[config.mk]
export PLATFORM = sky130hd
export DESIGN_NAME = hall_conditioner
export DESIGN_NICKNAME = d
export VERILOG_FILES = /design/src/rtl/hall_pkg.sv /design/src/rtl/hall_conditioner_debounce.sv /design/src/rtl/hall_conditioner.sv
export SDC_FILE = /design/constraint.sdc
export NUM_CORES = 1
export LEC_CHECK = 0
export BUFFER_PORTS_ARGS = -buffer_cell sky130_fd_sc_hd__buf_4
export CORE_MARGIN = 2
export CORE_UTILIZATION = 53
export CTS_CLUSTER_SIZE = 30
export DETAILED_ROUTE_END_ITERATION = 6
export HOLD_SLACK_MARGIN = 0.02
export PLACE_DENSITY = 0.79
export SYNTH_ARGS = -nofsm -noshare
export SYNTH_HDL_FRONTEND = slang
export SYNTH_SLANG_ARGS = --single-unit
[constraint.sdc]
create_clock -name clk -period 4.7 [get_ports clk]
set_input_delay 0.94 -clock clk [delete_from_list [all_inputs] [get_ports clk]]
set_output_delay 0.94 -clock clk [all_outputs]
set_load 0.05 [all_outputs]
[src/rtl/hall_pkg.sv]
// Shared hall-sensor definitions: sector codes, the hall-code-to-sector
// mapping and adjacency helpers. The commutation stage imports the same
// mapping, so both blocks agree on what each sector means.
package hall_pkg;

  localparam int DEFAULT_DEBOUNCE_CYCLES = 64;

  localparam logic [2:0] SECTOR_INVALID = 3'd0;
  localparam logic [2:0] SECTOR_1       = 3'd1;
  localparam logic [2:0] SECTOR_2       = 3'd2;
  localparam logic [2:0] SECTOR_3       = 3'd3;
  localparam logic [2:0] SECTOR_4       = 3'd4;
  localparam logic [2:0] SECTOR_5       = 3'd5;
  localparam logic [2:0] SECTOR_6       = 3'd6;

  // code = {hall_1, hall_2, hall_3}
  function automatic logic [2:0] hall_to_sector(input logic [2:0] code);
    logic [2:0] s;
    case (code)
      3'b100:  s = SECTOR_1;
      3'b110:  s = SECTOR_2;
      3'b010:  s = SECTOR_3;
      3'b011:  s = SECTOR_4;
      3'b001:  s = SECTOR_5;
      3'b101:  s = SECTOR_6;
      default: s = SECTOR_INVALID;
    endcase
    return s;
  endfunction

  function automatic logic [2:0] sector_next(input logic [2:0] s);
    return (s == SECTOR_6) ? SECTOR_1 : s + 3'd1;
  endfunction

  function automatic logic [2:0] sector_prev(input logic [2:0] s);
    return (s == SECTOR_1) ? SECTOR_6 : s - 3'd1;
  endfunction

endpackage

[src/rtl/hall_conditioner_debounce.sv]
// Single hall channel: 2-FF synchroniser followed by a persistence filter.
// The filtered bit only follows the synchronised bit after it has disagreed
// for DEBOUNCE_CYCLES consecutive cycles.
//   clk, rst  : clock, synchronous active-high reset
//   raw       : asynchronous sensor pin
//   filtered  : synchronised, debounced level
module hall_debounce #(
  parameter int DEBOUNCE_CYCLES = 64
) (
  input  logic clk,
  input  logic rst,
  input  logic raw,
  output logic filtered
);

  localparam int CW = (DEBOUNCE_CYCLES > 2) ? $clog2(DEBOUNCE_CYCLES) : 1;
  localparam logic [CW-1:0] LAST = CW'(DEBOUNCE_CYCLES - 1);

  logic          sync1, sync2;
  logic [CW-1:0] count;

  always_ff @(posedge clk) begin
    if (rst) begin
      sync1    <= 1'b0;
      sync2    <= 1'b0;
      filtered <= 1'b0;
      count    <= '0;
    end else begin
      sync1 <= raw;
      sync2 <= sync1;
      // any agreement restarts the persistence window
      if (sync2 == filtered) begin
        count <= '0;
      end else if (count == LAST) begin
        filtered <= sync2;
        count    <= '0;
      end else begin
        count <= count + 1'b1;
      end
    end
  end

endmodule

[src/rtl/hall_conditioner.sv]
// Hall sensor conditioner for the linear BLDC motor: debounces the three
// hall pins, decodes the sector, tracks signed step position and direction,
// and measures the step period for the speed/current loops.
//   clk, rst            : clock, synchronous active-high reset
//   enable              : counting/measurement enable
//   hall_raw_1..3       : asynchronous hall pins
//   hall_1..3           : debounced hall bits (to commutation)
//   sector, hall_valid  : registered decode, 0 / low on 000 or 111
//   step_strobe, direction, position : legal adjacent step tracking
//   period, period_valid, stall      : step period measurement
//   skip_error, invalid_error        : non-adjacent jump pulse, bad code level
module hall_conditioner
  import hall_pkg::*;
#(
  parameter int DEBOUNCE_CYCLES = DEFAULT_DEBOUNCE_CYCLES,
  parameter int POS_WIDTH       = 32,
  parameter int PERIOD_WIDTH    = 24
) (
  input  logic                        clk,
  input  logic                        rst,
  input  logic                        enable,
  input  logic                        hall_raw_1,
  input  logic                        hall_raw_2,
  input  logic                        hall_raw_3,
  output logic                        hall_1,
  output logic                        hall_2,
  output logic                        hall_3,
  output logic [2:0]                  sector,
  output logic                        hall_valid,
  output logic                        step_strobe,
  output logic                        direction,
  output logic signed [POS_WIDTH-1:0] position,
  output logic [PERIOD_WIDTH-1:0]     period,
  output logic                        period_valid,
  output logic                        stall,
  output logic                        skip_error,
  output logic                        invalid_error
);

  localparam logic [PERIOD_WIDTH-1:0] PMAX = '1;

  logic [2:0] raw_bus, filt;
  logic [2:0] dec, prev_sector;
  logic       dec_valid, init, seen_strobe;
  logic       evaluate, is_fwd, is_rev, step;
  logic [PERIOD_WIDTH-1:0] count;

  assign raw_bus = {hall_raw_1, hall_raw_2, hall_raw_3};

  for (genvar i = 0; i < 3; i++) begin : g_ch
    hall_debounce #(.DEBOUNCE_CYCLES(DEBOUNCE_CYCLES)) u_deb (
      .clk      (clk),
      .rst      (rst),
      .raw      (raw_bus[i]),
      .filtered (filt[i])
    );
  end

  assign hall_1 = filt[2];
  assign hall_2 = filt[1];
  assign hall_3 = filt[0];

  // decode is evaluated against the registered sector so a step is judged
  // in the same edge that publishes the new sector
  assign dec       = hall_to_sector(filt);
  assign dec_valid = (dec != SECTOR_INVALID);
  assign evaluate  = enable && init && dec_valid && (dec != sector);
  assign is_fwd    = (dec == sector_next(prev_sector));
  assign is_rev    = (dec == sector_prev(prev_sector));
  assign step      = evaluate && (is_fwd || is_rev);

  always_ff @(posedge clk) begin
    if (rst) begin
      sector        <= SECTOR_INVALID;
      hall_valid    <= 1'b0;
      invalid_error <= 1'b0;
      step_strobe   <= 1'b0;
      skip_error    <= 1'b0;
      direction     <= 1'b0;
      position      <= '0;
      prev_sector   <= SECTOR_INVALID;
      init          <= 1'b0;
      seen_strobe   <= 1'b0;
      count         <= '0;
      period        <= '0;
      period_valid  <= 1'b0;
      stall         <= 1'b0;
    end else begin
      sector        <= dec;
      hall_valid    <= dec_valid;
      invalid_error <= !dec_valid;
      step_strobe   <= 1'b0;
      skip_error    <= 1'b0;

      if (!enable) begin
        init         <= 1'b0;
        seen_strobe  <= 1'b0;
        count        <= '0;
        period_valid <= 1'b0;
        stall        <= 1'b0;
      end else begin
        // first valid code after reset/enable only seeds the tracker
        if (!init && dec_valid) begin
          init        <= 1'b1;
          prev_sector <= dec;
        end else if (evaluate) begin
          prev_sector <= dec;
          if (is_fwd) begin
            step_strobe <= 1'b1;
            direction   <= 1'b1;
            position    <= position + POS_WIDTH'(1);
          end else if (is_rev) begin
            step_strobe <= 1'b1;
            direction   <= 1'b0;
            position    <= position - POS_WIDTH'(1);
          end else begin
            skip_error  <= 1'b1;
          end
        end

        if (step) begin
          period       <= (count == PMAX) ? PMAX : count + 1'b1;
          count        <= '0;
          stall        <= 1'b0;
          // the strobe that ends a stall measures a bogus interval
          period_valid <= seen_strobe && !stall;
          seen_strobe  <= 1'b1;
        end else if (count != PMAX) begin
          count <= count + 1'b1;
          if (count == PMAX - 1'b1) begin
            stall        <= 1'b1;
            period_valid <= 1'b0;
          end
        end
      end
    end
  end

endmodule

* Word-level counts from Yosys, hierarchy flattened *
Index checks and enable logic that the tools add are counted.

cells by class
  $add $sub $neg = 8
  eq/ne operators = 20
  mux-type cells = 16
  bitwise logic cells = 6
  reductions and logical operators = 30

operators with widths
  kind                     count
  $mux W32                 2
  $eq A24 B24 Y1 const B   2
  $add A32 B2 Y32 const B  1
  $sub A32 B2 Y32 const B  1
  $add A24 B1 Y24 const B  1
  $mux W24                 1
  $ne A24 B24 Y1 const B   1
  $add A6 B1 Y6 const B    3
  $eq A6 B6 Y1 const B     3
  $pmux W3 S6              1
  $reduce_and A2 Y1        7
  $eq A3 B3 Y1 const B     4
  $mux W3                  4
  $reduce_or A3 Y1         4
  $mux W1                  8
  $reduce_bool A2 Y1       4
  $eq A3 B1 Y1 const B     2
  $eq A3 B2 Y1 const B     2
  $eq A3 B3 Y1             2
  $logic_and A1 B1 Y1      6
  $not A1 Y1               6
  $reduce_or A5 Y1         1
  $reduce_and A4 Y1        1
  $reduce_or A4 Y1         1
  other kinds (8)          12

word-level totals
  register bits = 122
  output and inout port bits = 69
  logic and storage cells = 106

* Depth between registers and ports, before layout *
Gate-level depths: netlist of run 1.

  depth after elaboration = 8
  gate-level depth with buffers = 16

* Cells and area by module *
From an unflattened synthesis of run 1, not the netlist that was laid out.

second synthesis, totals
  cell total of the unflattened synthesis = 788
  area total of the unflattened synthesis = 6690.2 um^2

modules (own cells, without submodules)
  module                             times used  cells each  area each (um^2)  seq. area each (um^2)
  hall_conditioner                   1           679         5629.1            1901.8
  hall_debounce (g_ch[0].u_deb ...)  2           36          356.6             180.2
  hall_debounce (g_ch[2].u_deb)      1           37          347.8             180.2

* Worst setup path after synthesis of run 1 *
No wires, ideal clock.

  path kind = flip-flop to flip-flop
  start point = register g_ch[2].u_deb.filtered
  end point = register position[31]
  library setup time = 121 ps
  data arrival time = 4777 ps
  required time = 4579 ps
  setup slack = -198 ps
  cell stages (with the launch flop) = 16
  buffers on the path = 2
  period minus slack after synthesis = 4898 ps
  cell sequence = dfxtp_1 -> buf_2 -> buf_2 -> nor2_1 -> o21ai_0 -> a311oi_1 -> nor3_2 -> ha_1 -> a21o_1 -> a31o_2 -> o311a_1 -> o21ai_0 -> a21boi_0 -> o22ai_1 -> mux2i_1 -> mux2_2

between the ends
  word-level cells in the longest chain between the ends = 6
  elaborated cells between the ends (all ways) = 18
  those cells by class = eq/ne: 9; mux: 2; bitwise: 1; reduce/logical: 6

RTL lines
  element                                                   RTL line                                         source
  from (decl)                                               hall_conditioner_debounce.sv:13                  output logic filtered
  from (signal assigned)                                    hall_conditioner_debounce.sv:35                  filtered <= sync2;
  $eq A3 B3 Y1 (tied with other cells)                      hall_pkg.sv:19                                   case (code)
  $pmux W3 S6 *                                             hall_pkg.sv:19
  $reduce_bool A3 Y1                                        hall_conditioner.sv:66                           assign dec_valid = (dec != SECTOR_INVALID);
  $logic_and A1 B1 Y1 (on tied branches)                    hall_conditioner.sv:67, hall_conditioner.sv:103
  $logic_and A1 B1 Y1 / $not A1 Y1 (equally long branches)  n/a
  $reduce_and A4 Y1 (no source line)                        n/a
  to (signal assigned)                                      hall_conditioner.sv:111                          position <= position + POS_WIDTH'(1);
  to (signal assigned)                                      hall_conditioner.sv:115                          position <= position - POS_WIDTH'(1);
  to (decl)                                                 hall_conditioner.sv:32                           output logic signed [POS_WIDTH-1:0] position,

Every way passes the cells marked *; elsewhere a longest branch is shown, timed or not.
A chain may end at the register's enable or synchronous reset.

* Worst setup path after layout of run 1 *
  start point = register prev_sector[0]
  end point = register position[28]

between the ends
  word-level cells in the longest chain between the ends = 5
  elaborated cells between the ends (all ways) = 11
  those cells by class = add/sub: 2; eq/ne: 4; mux: 3; reduce/logical: 2

RTL lines
  element                                RTL line                                        source
  from (decl)                            hall_conditioner.sv:43                          logic [2:0] dec, prev_sector;
  from (signal assigned)                 hall_conditioner.sv:81                          prev_sector <= SECTOR_INVALID;
  from (signal assigned)                 hall_conditioner.sv:105                         prev_sector <= dec;
  from (signal assigned)                 hall_conditioner.sv:107                         prev_sector <= dec;
  $add A3 B1 Y3 (tied with other cells)  hall_pkg.sv:32                                  return (s == SECTOR_6) ? SECTOR_1 : s + 3'd1;
  $mux W3 (on tied branches)             hall_pkg.sv:32, hall_pkg.sv:36
  $eq A3 B3 Y1 (on tied branches)        hall_conditioner.sv:68, hall_conditioner.sv:69
  $reduce_bool A2 Y1 (no source line)    n/a
  $reduce_and A4 Y1 (no source line)     n/a

Several ways; a longest one is shown, not always the timed one.

==> results of run 1 <==
## layout by cell type (no fill, tap or decap), types with 4 or more instances in the layout
master,count
a211oi_1,23
a21boi_0,6
a21o_1,28
a21oi_1,35
a22o_1,7
a31oi_1,11
and2_1,5
and3_1,11
and3b_1,5
and4_1,5
buf_4,81
clkbuf_1,5
clkbuf_16,17
clkbuf_8,4
dfxtp_1,122
ha_1,39
inv_1,19
mux2i_1,27
nand2_1,41
nand2b_1,14
nand3_1,28
nand3b_1,4
nand4_1,7
nor2_1,138
nor2b_1,18
nor3_1,11
o2111ai_1,9
o21a_1,8
o21ai_0,18
or2_2,5
or3_1,4
xnor2_1,34
xor2_1,28
## worst max-delay path by stage
stage                     slack, ns            to
after global routing           0.04  position[31]
after global placement         0.55  position[31]
final                          0.44  position[28]
after CTS                      0.45  position[31]
after detailed placement       0.47  position[31]
after floorplan                0.23  position[31]
## per-layer routing
metal,vias to the layer above,track usage,part of all wire
met5,-,0,0
met4,0,0.0921,0.018
met3,26,0.0669,0.055
met2,161,0.349,0.44
met1,2675,0.313,0.49
li1,2954,-,-
## power breakdown
part,switching [mW],internal (mW)
Combinational,0.0219,0.00866
Sequential,0.00293,1.04
Clock,0.455,0.889
Total,0.480,1.94
## cell families after synthesis
family,count (synthesis)
and+or+nand+nor,307
AOI/OAI and AO/OA,173
DFF,122
xor gates and xnor gates,62
buffers and inverters,51
adders and majority gates,40
muxes,29
## flip-flops by register name, indices dropped and copies added, names as in the netlist, 3 cells and up
signal,flops
g_ch.u_deb.sync1,3
g_ch.u_deb.sync2,3
sector,3
g_ch.u_deb.count,18
g_ch.u_deb.filtered,3
count,24
position,32
period,24
prev_sector,3
## critical path: stages (launching register included)
cell      delay (ns)
dfxtp_1         0.45
inv_1           0.14
ha_1            0.30
nor2b_1         0.18
o21a_1          0.18
o2111a_1        0.26
nor3_4          0.31
buf_4           0.25
ha_1            0.32
a21oi_1         0.24
o21ai_0         0.21
o41ai_1         0.33
buf_4           0.19
o31a_1          0.22
o221ai_1        0.18
xor2_1          0.16
a22o_1          0.21
## stage by stage
step	instances	utilization
final	1038	0.642
after global routing	1038	0.642
after CTS	1038	0.642
after detailed placement	1006	0.593
after global placement	1006	0.593
after floorplan	784	-
## cell type report
| cell class | instances | area [um^2] |
|---|---|---|
| fill | 1043 | 4460 |
| multi-input combinational | 611 | 4040 |
| sequential | 122 | 2440 |
| timing repair buffer | 82 | 628 |
| clock buffer | 26 | 499 |
| tap | 172 | 215 |
| clock inverter | 6 | 110 |
| inverter | 19 | 71.3 |
==> impl_metrics.json, run 1 <==
{
  "fin_nets": 899,
  "synth_xor_area_frac": 0.0812,
  "synth_compound_area_frac": 0.181,
  "initial_utilization": 0.537,
  "cp.required_ns": 5.00,
  "ys_types": 59,
  "path_max_fanout": 10,
  "holdWs_ns": 0.438,
  "ys_seq_area_frac": 0.365,
  "r2r_setup_slack_ns": 0.44,
  "place_hpwl_um": 10300,
  "async_reset_ff_frac": 0,
  "fin_skew_ns": 0.00952,
  "critPathArrivalTime_ns": 4.56,
  "fp.dieH_um": 116,
  "ir_drop_mv": 0.377,
  "r2r-end": "position[28]",
  "clk_latency_ns": 0.42,
  "maxCapViolCount": 0,
  "crit_type": "reg -> reg",
  "drc": 0,
  "fin_area_mm2": 0.00800,
  "clockBufferDepth": 2,
  "grt_pass1_wl_um": 24800,
  "finalSetupTns_ns": 0,
  "drive_above_1_share": 0.139,
  "synth_warnings": 0,
  "synth_seq_cells": 122,
  "core-area_mm2": 0.0125,
  "period_share": 0.906,
  "status": "complete, no violations",
  "synth_cells": 784,
  "syn_area_per_cell_um2": 8.53,
  "yosysMostFrequentCell": "nor2_1",
  "port_buffers": 74,
  "die_w_um": 116,
  "pre_cts_slack_ns": 0.469,
  "rsz0062_at_grt": "false",
  "synth_top_area_share": 0.365,
  "syn_nets": 830,
  "grtUsageTotal": 0.231,
  "route.antenna.remaining_nets": 0,
  "wl_um": 15000,
  "detail_route.first_pass.iterations": 5,
  "slew_headroom": 0.435,
  "setup_violations": 0,
  "die-area_mm2": 0.0135,
  "gr-total-overflow": 0,
  "synth_fa_ha_area_frac": 0.0759,
  "min_from": "g_ch[0].u_deb.sync1",
  "leakage_nw": 3.46,
  "syn-cell-area_mm2": 0.00669,
  "synth_edf_count": 0,
  "fin_ws_ns": 0.441,
  "areaGrowthSynthToFinish_pct": 19.6,
  "h-tree-depth": 4,
  "place_congestion": 0.905,
  "wl_per_cell_um": 14.5,
  "synthSimpleGateAreaFrac": 0.220,
  "post_cts_buffers": 0,
  "r2r_cells": 16,
  "min_path_cells": 1,
  "post_dp_cell_area_mm2": 0.00739,
  "fmax_mhz": 235,
  "rows": 41,
  "tightestPinTransition_ns": 0.848,
  "cts_hold_buf": 0,
  "synthTopCellsByCount": "138 x nor2_1, 122 x dfxtp_1, 41 x nand2_1",
  "power.density_mw_per_mm2": 302,
  "power.total_mw": 2.42,
  "hold_end": "g_ch[0].u_deb.sync2",
  "finalHoldViolCount": 0,
  "drt_iter0_drc": 384,
  "n_antenna_cell": 0,
  "drv_slew": 0,
  "holdCritPathClass": "reg -> reg",
  "antenna_found_initial": 0,
  "synthMuxAreaShare": 0.0438,
  "clock_sinks": 122,
  "clockRootBuffer": "clkbuf_16",
  "cts_tree": "built",
  "grt_pass1_vias": 5238,
  "vias": 5816,
  "startpoint_type": "flip-flop",
  "synth.area.top_cells": "dfxtp_1 36%, nor2_1 7.7%, ha_1 7.3%, xnor2_1 4.5%, mux2i_1 4.0%",
  "period_needed_ns": 4.26,
  "grt_max_degree": 75,
  "vias_per_cell": 5.60,
  "numCtsBuffers": 17,
  "yosys.area.top_type": "dfxtp_1",
  "ios": 75,
  "ys.flop_type": "dfxtp_1",
  "crit_path_end_kind": "flip-flop",
  "synth_top_family_by_area": "simple AND/OR/NAND/NOR gates",
  "reg2reg_from": "prev_sector[0]",
  "setup.worst_path.start": "prev_sector[0]",
  "cts_resized": 0,
  "clk_pin_slew_worst_paths_ns": 0.05
}
Power figures use the tool's default switching activity.
==> run 2, diff against run 1 <==
- BUFFER_PORTS_ARGS: -buffer_cell sky130_fd_sc_hd__buf_4 -> -buffer_cell sky130_fd_sc_hd__buf_2
==> run 2 against run 1 <==
  * Critical path depth is the same
  * Sequential power is essentially flat
  * Setup slack lost 0.027 ns
  * Utilization shrank 1.9 points
  * Register-to-register slack lost 0.03 ns
  * Clock power shrank 6%
  * Global-route usage shrank 0.099 points
  * Clock-buffer cell count shrank 3
  * Wire length shrank 0.11%
  * Clock skew grew 0.00050 ns
  * Total power shrank 3.3%
  * Non-clock buffer count shrank 1
  * Critical path type unchanged
  * Largest cell class unchanged
  * Largest power group unchanged
  * Highest routed layer unchanged
==> impl_metrics.json, run 2 (synthesis results as in run 1) <==
{
  "fin_nets": 898,
  "critPathBufInv": 2,
  "top_register": "position",
  "crit_path_end_kind": "flip-flop",
  "h-tree-depth": 4,
  "place_hpwl_um": 10300,
  "crit_type": "reg -> reg",
  "ir_drop_mv": 0.244,
  "drv_slew": 0,
  "status": "complete, no violations",
  "post_cts_buffers": 0,
  "finalSetupTns_ns": 0,
  "grt_pass1_wl_um": 24800,
  "drc": 0,
  "drive_above_1_share": 0.139,
  "clock_sinks": 122,
  "path_max_fanout": 13,
  "cts_resized": 0,
  "slew_headroom": 0.403,
  "cts_hold_buf": 0,
  "clk_pin_slew_worst_paths_ns": 0.05,
  "startpoint_type": "flip-flop",
  "period_share": 0.912,
  "setup_violations": 0,
  "numCtsBuffers": 17,
  "antenna_found_initial": 0,
  "path_cells": "inv_1 -> ha_1 -> nor2b_1 -> o2111ai_1 -> a311oi_1 -> nor3_4 -> buf_4 -> ha_1 -> a21o_1 -> a31o_2 -> o311a_1 -> o21ai_0 -> a21boi_0 -> o22ai_1 -> mux2i_1 -> mux2_2",
  "met2_length_um": 6610,
  "layout.cells.non_filler": 1036,
  "fmax_mhz": 233,
  "die-area_mm2": 0.0135,
  "fin_area_mm2": 0.00776,
  "finalHoldViolCount": 0,
  "cts_tree": "built",
  "power.total_mw": 2.34,
  "cp.required_ns": 5.00,
  "critPathArrivalTime_ns": 4.59,
  "power.density_mw_per_mm2": 301,
  "route.antenna.remaining_nets": 0,
  "critPathTopFamily": "compound AO/OA/AOI/OAI gates",
  "post_dp_cell_area_mm2": 0.00719,
  "drt_iter0_drc": 333,
  "initial_utilization": 0.537,
  "period_needed_ns": 4.29,
  "clk_latency_ns": 0.42,
  "vias": 5742,
  "detail_route.first_pass.iterations": 5,
  "wl_um": 15000,
  "vias_per_cell": 5.54,
  "wl_per_cell_um": 14.5,
  "layout_common_cells": "138 x nor2_1, 122 x dfxtp_1, 74 x buf_2",
  "largest_registers": "position: 32 flops, count: 24 flops, period: 24 flops",
  "place_congestion": 0.958,
  "grtUsageTotal": 0.230,
  "largest_register_ffs": 32,
  "cp_common_cell": "ha_1",
  "grt_pass1_vias": 5237,
  "tightestPinTransition_ns": 0.895,
  "rsz0062_at_grt": "false",
  "core-area_mm2": 0.0125,
  "areaGrowthSynthToFinish_pct": 15.9,
  "die_w_um": 116,
  "maxCapViolCount": 0,
  "routed-wl-met3_um": 700,
  "fp.dieH_um": 116,
  "n_antenna_cell": 0,
  "fin_skew_ns": 0.0100,
  "port_buffers": 74,
  "grt_max_degree": 74,
  "ios": 75,
  "dp.cells": 1005,
  "slowest_stage": "a311oi_1",
  "holdCritPathClass": "reg -> reg",
  "rows": 41,
  "wl_met1_um": 7440,
  "clockRootBuffer": "clkbuf_16",
  "final_common_cell": "nor2_1",
  "leakage_nw": 3.46,
  "top_layer": "met4",
  "critPathMaxStageDelay_ns": 0.47,
  "clockBufferDepth": 2,
  "gr-total-overflow": 0
}
==> run 2: changes by cell type in the layout (fill, tap and decap cells not counted), sizes merged <==
cell,before,now
bufinv,3,2
clkinvlp,2,0
clkinv,1,6
clkbuf,26,23
buf,82,81
==> run 2: path summary, 6_finish.rpt <==
check	from	end	slack, ns	cells past startpoint
setup / recovery	prev_sector[0]	position[31]	0.41	16
hold / removal	g_ch[1].u_deb.sync1	g_ch[1].u_deb.sync2	0.44	1
setup reg to reg	prev_sector[0]	position[31]	0.41	16
hold reg to reg	g_ch[1].u_deb.sync1	g_ch[1].u_deb.sync2	0.44	1
==> run 2: layout make-up <==
type	instances	area, um^2
sequential	122	2440
tap	172	215
multi-input combinational	611	4040
fill	1100	4710
inverter	19	71.3
clock inverter	8	93.8
clock buffer	23	478
timing repair buffer	81	423
==> run 2: per-stage QoR <==
| step | hold WS, ns | setup WS [ns] | util |
|---|---|---|---|
| 2_1_floorplan | 0.414 | 0.227 | - |
| 3_3_place_gp | 0.419 | 0.574 | 0.577 |
| 3_5_place_dp | 0.432 | 0.441 | 0.577 |
| 4_1_cts | 0.443 | 0.404 | 0.622 |
| 5_1_grt | 0.462 | 0.0959 | 0.622 |
| 6_report | 0.439 | 0.414 | 0.622 |
==> run 2: worst register-to-register path: cells and delay by family (launching register included) <==
family,cells,cell delay [ns]
AOI/OAI and AO/OA,8,1.95
muxes,2,0.58
adders and majority gates,2,0.52
DFF,1,0.45
buffers and inverters,2,0.36
and+or+nand+nor,2,0.31
==> run 2: per-layer routing <==
metal,GRT usage,up-vias
met5,0,-
met4,0.0992,0
met3,0.0514,23
met2,0.351,129
met1,0.315,2653
li1,-,2937
==> run 2: power by group <==
part / switching (mW) / internal [mW]
registers: 0.00277 / 1.04
logic: 0.0220 / 0.00778
clock network: 0.450 / 0.814
==> run 3, diff against run 2 <==
- REMOVE_ABC_BUFFERS: default -> 1
==> run 3 against run 2 <==
  * Cell count is essentially flat
  * Die area is the same
  * Clock power is essentially flat
  * Worst hold slack is essentially flat
  * Flip-flop and latch count is the same
  * Fmax grew 0.44%
  * Sequential share of layout area shrank 0.16 points
  * Clock-buffer cell count shrank 5
  * Sequential power is essentially flat
  * Critical path type unchanged
  * Largest power group unchanged
==> impl_metrics.json, run 3 (synthesis results as in run 1) <==
{
  "rsz0062_at_grt": "false",
  "rows": 41,
  "wl_per_cell_um": 14.1,
  "vias": 5754,
  "largest_register_ffs": 32,
  "post_cts_buffers": 0,
  "numCtsBuffers": 17,
  "cts_tree": "built",
  "drive_above_1_share": 0.146,
  "antenna_found_initial": 0,
  "core-area_mm2": 0.0125,
  "crit_path_end_kind": "flip-flop",
  "gr-total-overflow": 0,
  "die-area_mm2": 0.0135,
  "reg2reg_from": "prev_sector[0]",
  "layout_common_cells": "138 x nor2_1, 122 x dfxtp_1, 74 x buf_2",
  "drv_slew": 0,
  "cp.required_ns": 5.01,
  "clk_pin_slew_worst_paths_ns": 0.06,
  "largest_registers": "position: 32 flops, count: 24 flops, period: 24 flops",
  "grt_pass1_vias": 5233,
  "holdCritPathClass": "reg -> reg",
  "fp.dieH_um": 116,
  "setup_violations": 0,
  "crit_end": "position[30]",
  "fin_skew_ns": 0.00729,
  "clockRootBuffer": "clkbuf_16",
  "clockBufferDepth": 2,
  "port_buffers": 74,
  "wl_um": 14600,
  "grt_pass1_wl_um": 24500,
  "setup.worst_path.start": "prev_sector[0]",
  "final_core_util": 0.626,
  "die_w_um": 116,
  "fin_nets": 898,
  "top_register": "position",
  "h-tree-depth": 4,
  "fin_ws_ns": 0.432,
  "detail_route.first_pass.iterations": 5,
  "startpoint_type": "flip-flop",
  "maxCapViolCount": 0,
  "r2r_setup_slack_ns": 0.43,
  "ir_drop_mv": 0.275,
  "grt_max_degree": 65,
  "pre_cts_slack_ns": 0.297,
  "r2r-end": "position[30]",
  "vias_per_cell": 5.55,
  "leakage_nw": 3.45,
  "initial_utilization": 0.537,
  "drt_iter0_drc": 378,
  "grtUsageTotal": 0.228,
  "crit_type": "reg -> reg",
  "route.antenna.remaining_nets": 0,
  "path_max_fanout": 8,
  "power.total_mw": 2.35,
  "r2r_cells": 16,
  "place_hpwl_um": 10300,
  "areaGrowthSynthToFinish_pct": 16.5,
  "power.density_mw_per_mm2": 301,
  "drc": 0,
  "ios": 75,
  "fmax_mhz": 234,
  "status": "complete, no violations",
  "slew_headroom": 0.409,
  "period_needed_ns": 4.27,
  "clk_latency_ns": 0.42,
  "critPathArrivalTime_ns": 4.58,
  "place_congestion": 0.884,
  "n_antenna_cell": 0,
  "final_common_cell": "nor2_1",
  "period_share": 0.908,
  "finalHoldViolCount": 0,
  "tightestPinTransition_ns": 0.886,
  "holdWs_ns": 0.439,
  "clock_sinks": 122
}
==> run 3: final cells by class <==
class / count / area, um^2
Sequential cell: 122 / 2440
Tap cell: 172 / 215
Timing Repair Buffer: 81 / 435
Multi-Input combinational cell: 611 / 4050
Inverter: 19 / 71.3
Clock inverter: 14 / 145
Clock buffer: 18 / 439
Fill cell: 1120 / 4670
==> run 3: power by group <==
part           internal [mW]  leakage, nW  total [mW]  switching [mW]
registers               1.04        0.984        1.04         0.00281
clock network          0.793        0.278        1.28           0.483
logic                0.00834         2.19      0.0312          0.0228
==> run 3: worst min path at each step <==
stage                             start                   to  slack [ns]  cells past startpoint
finish              g_ch[2].u_deb.sync1  g_ch[2].u_deb.sync2        0.44                      1
CTS                 g_ch[2].u_deb.sync1  g_ch[2].u_deb.sync2        0.44                      1
detailed placement  g_ch[2].u_deb.sync1  g_ch[2].u_deb.sync2        0.43                      1
global placement    g_ch[2].u_deb.sync1  g_ch[2].u_deb.sync2        0.42                      1
global route        g_ch[2].u_deb.sync1  g_ch[2].u_deb.sync2        0.46                      1
floorplan           g_ch[0].u_deb.sync1  g_ch[0].u_deb.sync2        0.41                      1
==> run 3: what timing repair did <==
| item | in CTS | in global routing |
|---|---|---|
| hold endpoints to repair | 0 | 0 |
| endpoints found under the setup margin | 0 | 4 |
| hold buffers | 0 | 0 |
| resized for setup | 0 | 2 |
==> run 3: through the flow <==
step	instance area (um^2)	setup TNS [ns]	std cells
after global routing	7800	0	1037
final	7800	0	1037
after floorplan	6540	-1.08	752
after CTS	7780	0	1037
after global placement	7200	0	1005
after detailed placement	7200	0	1005
==> run 3: layer usage <==
layer | GRT usage | vias to the layer above | wire length, um
met5 | 0 | - | 0
met4 | 0.0722 | 0 | 229
met3 | 0.0706 | 21 | 733
met2 | 0.362 | 132 | 6640
met1 | 0.297 | 2673 | 7000
li1 | - | 2928 | -
==> run 3: critical path: stages, from the launching register on <==
cell and delay (ns):
dfxtp_1 0.44, inv_1 0.15, ha_1 0.31, nor2b_1 0.18, o2111ai_1 0.26, a311oi_2 0.16, nor3_4 0.29, inv_1 0.12
fa_1 0.41, nor2b_1 0.19, o2111ai_1 0.15, a21oi_1 0.29, o2111ai_1 0.23, a21oi_1 0.34, o2111ai_1 0.18, a21o_1 0.22
a32o_1 0.25
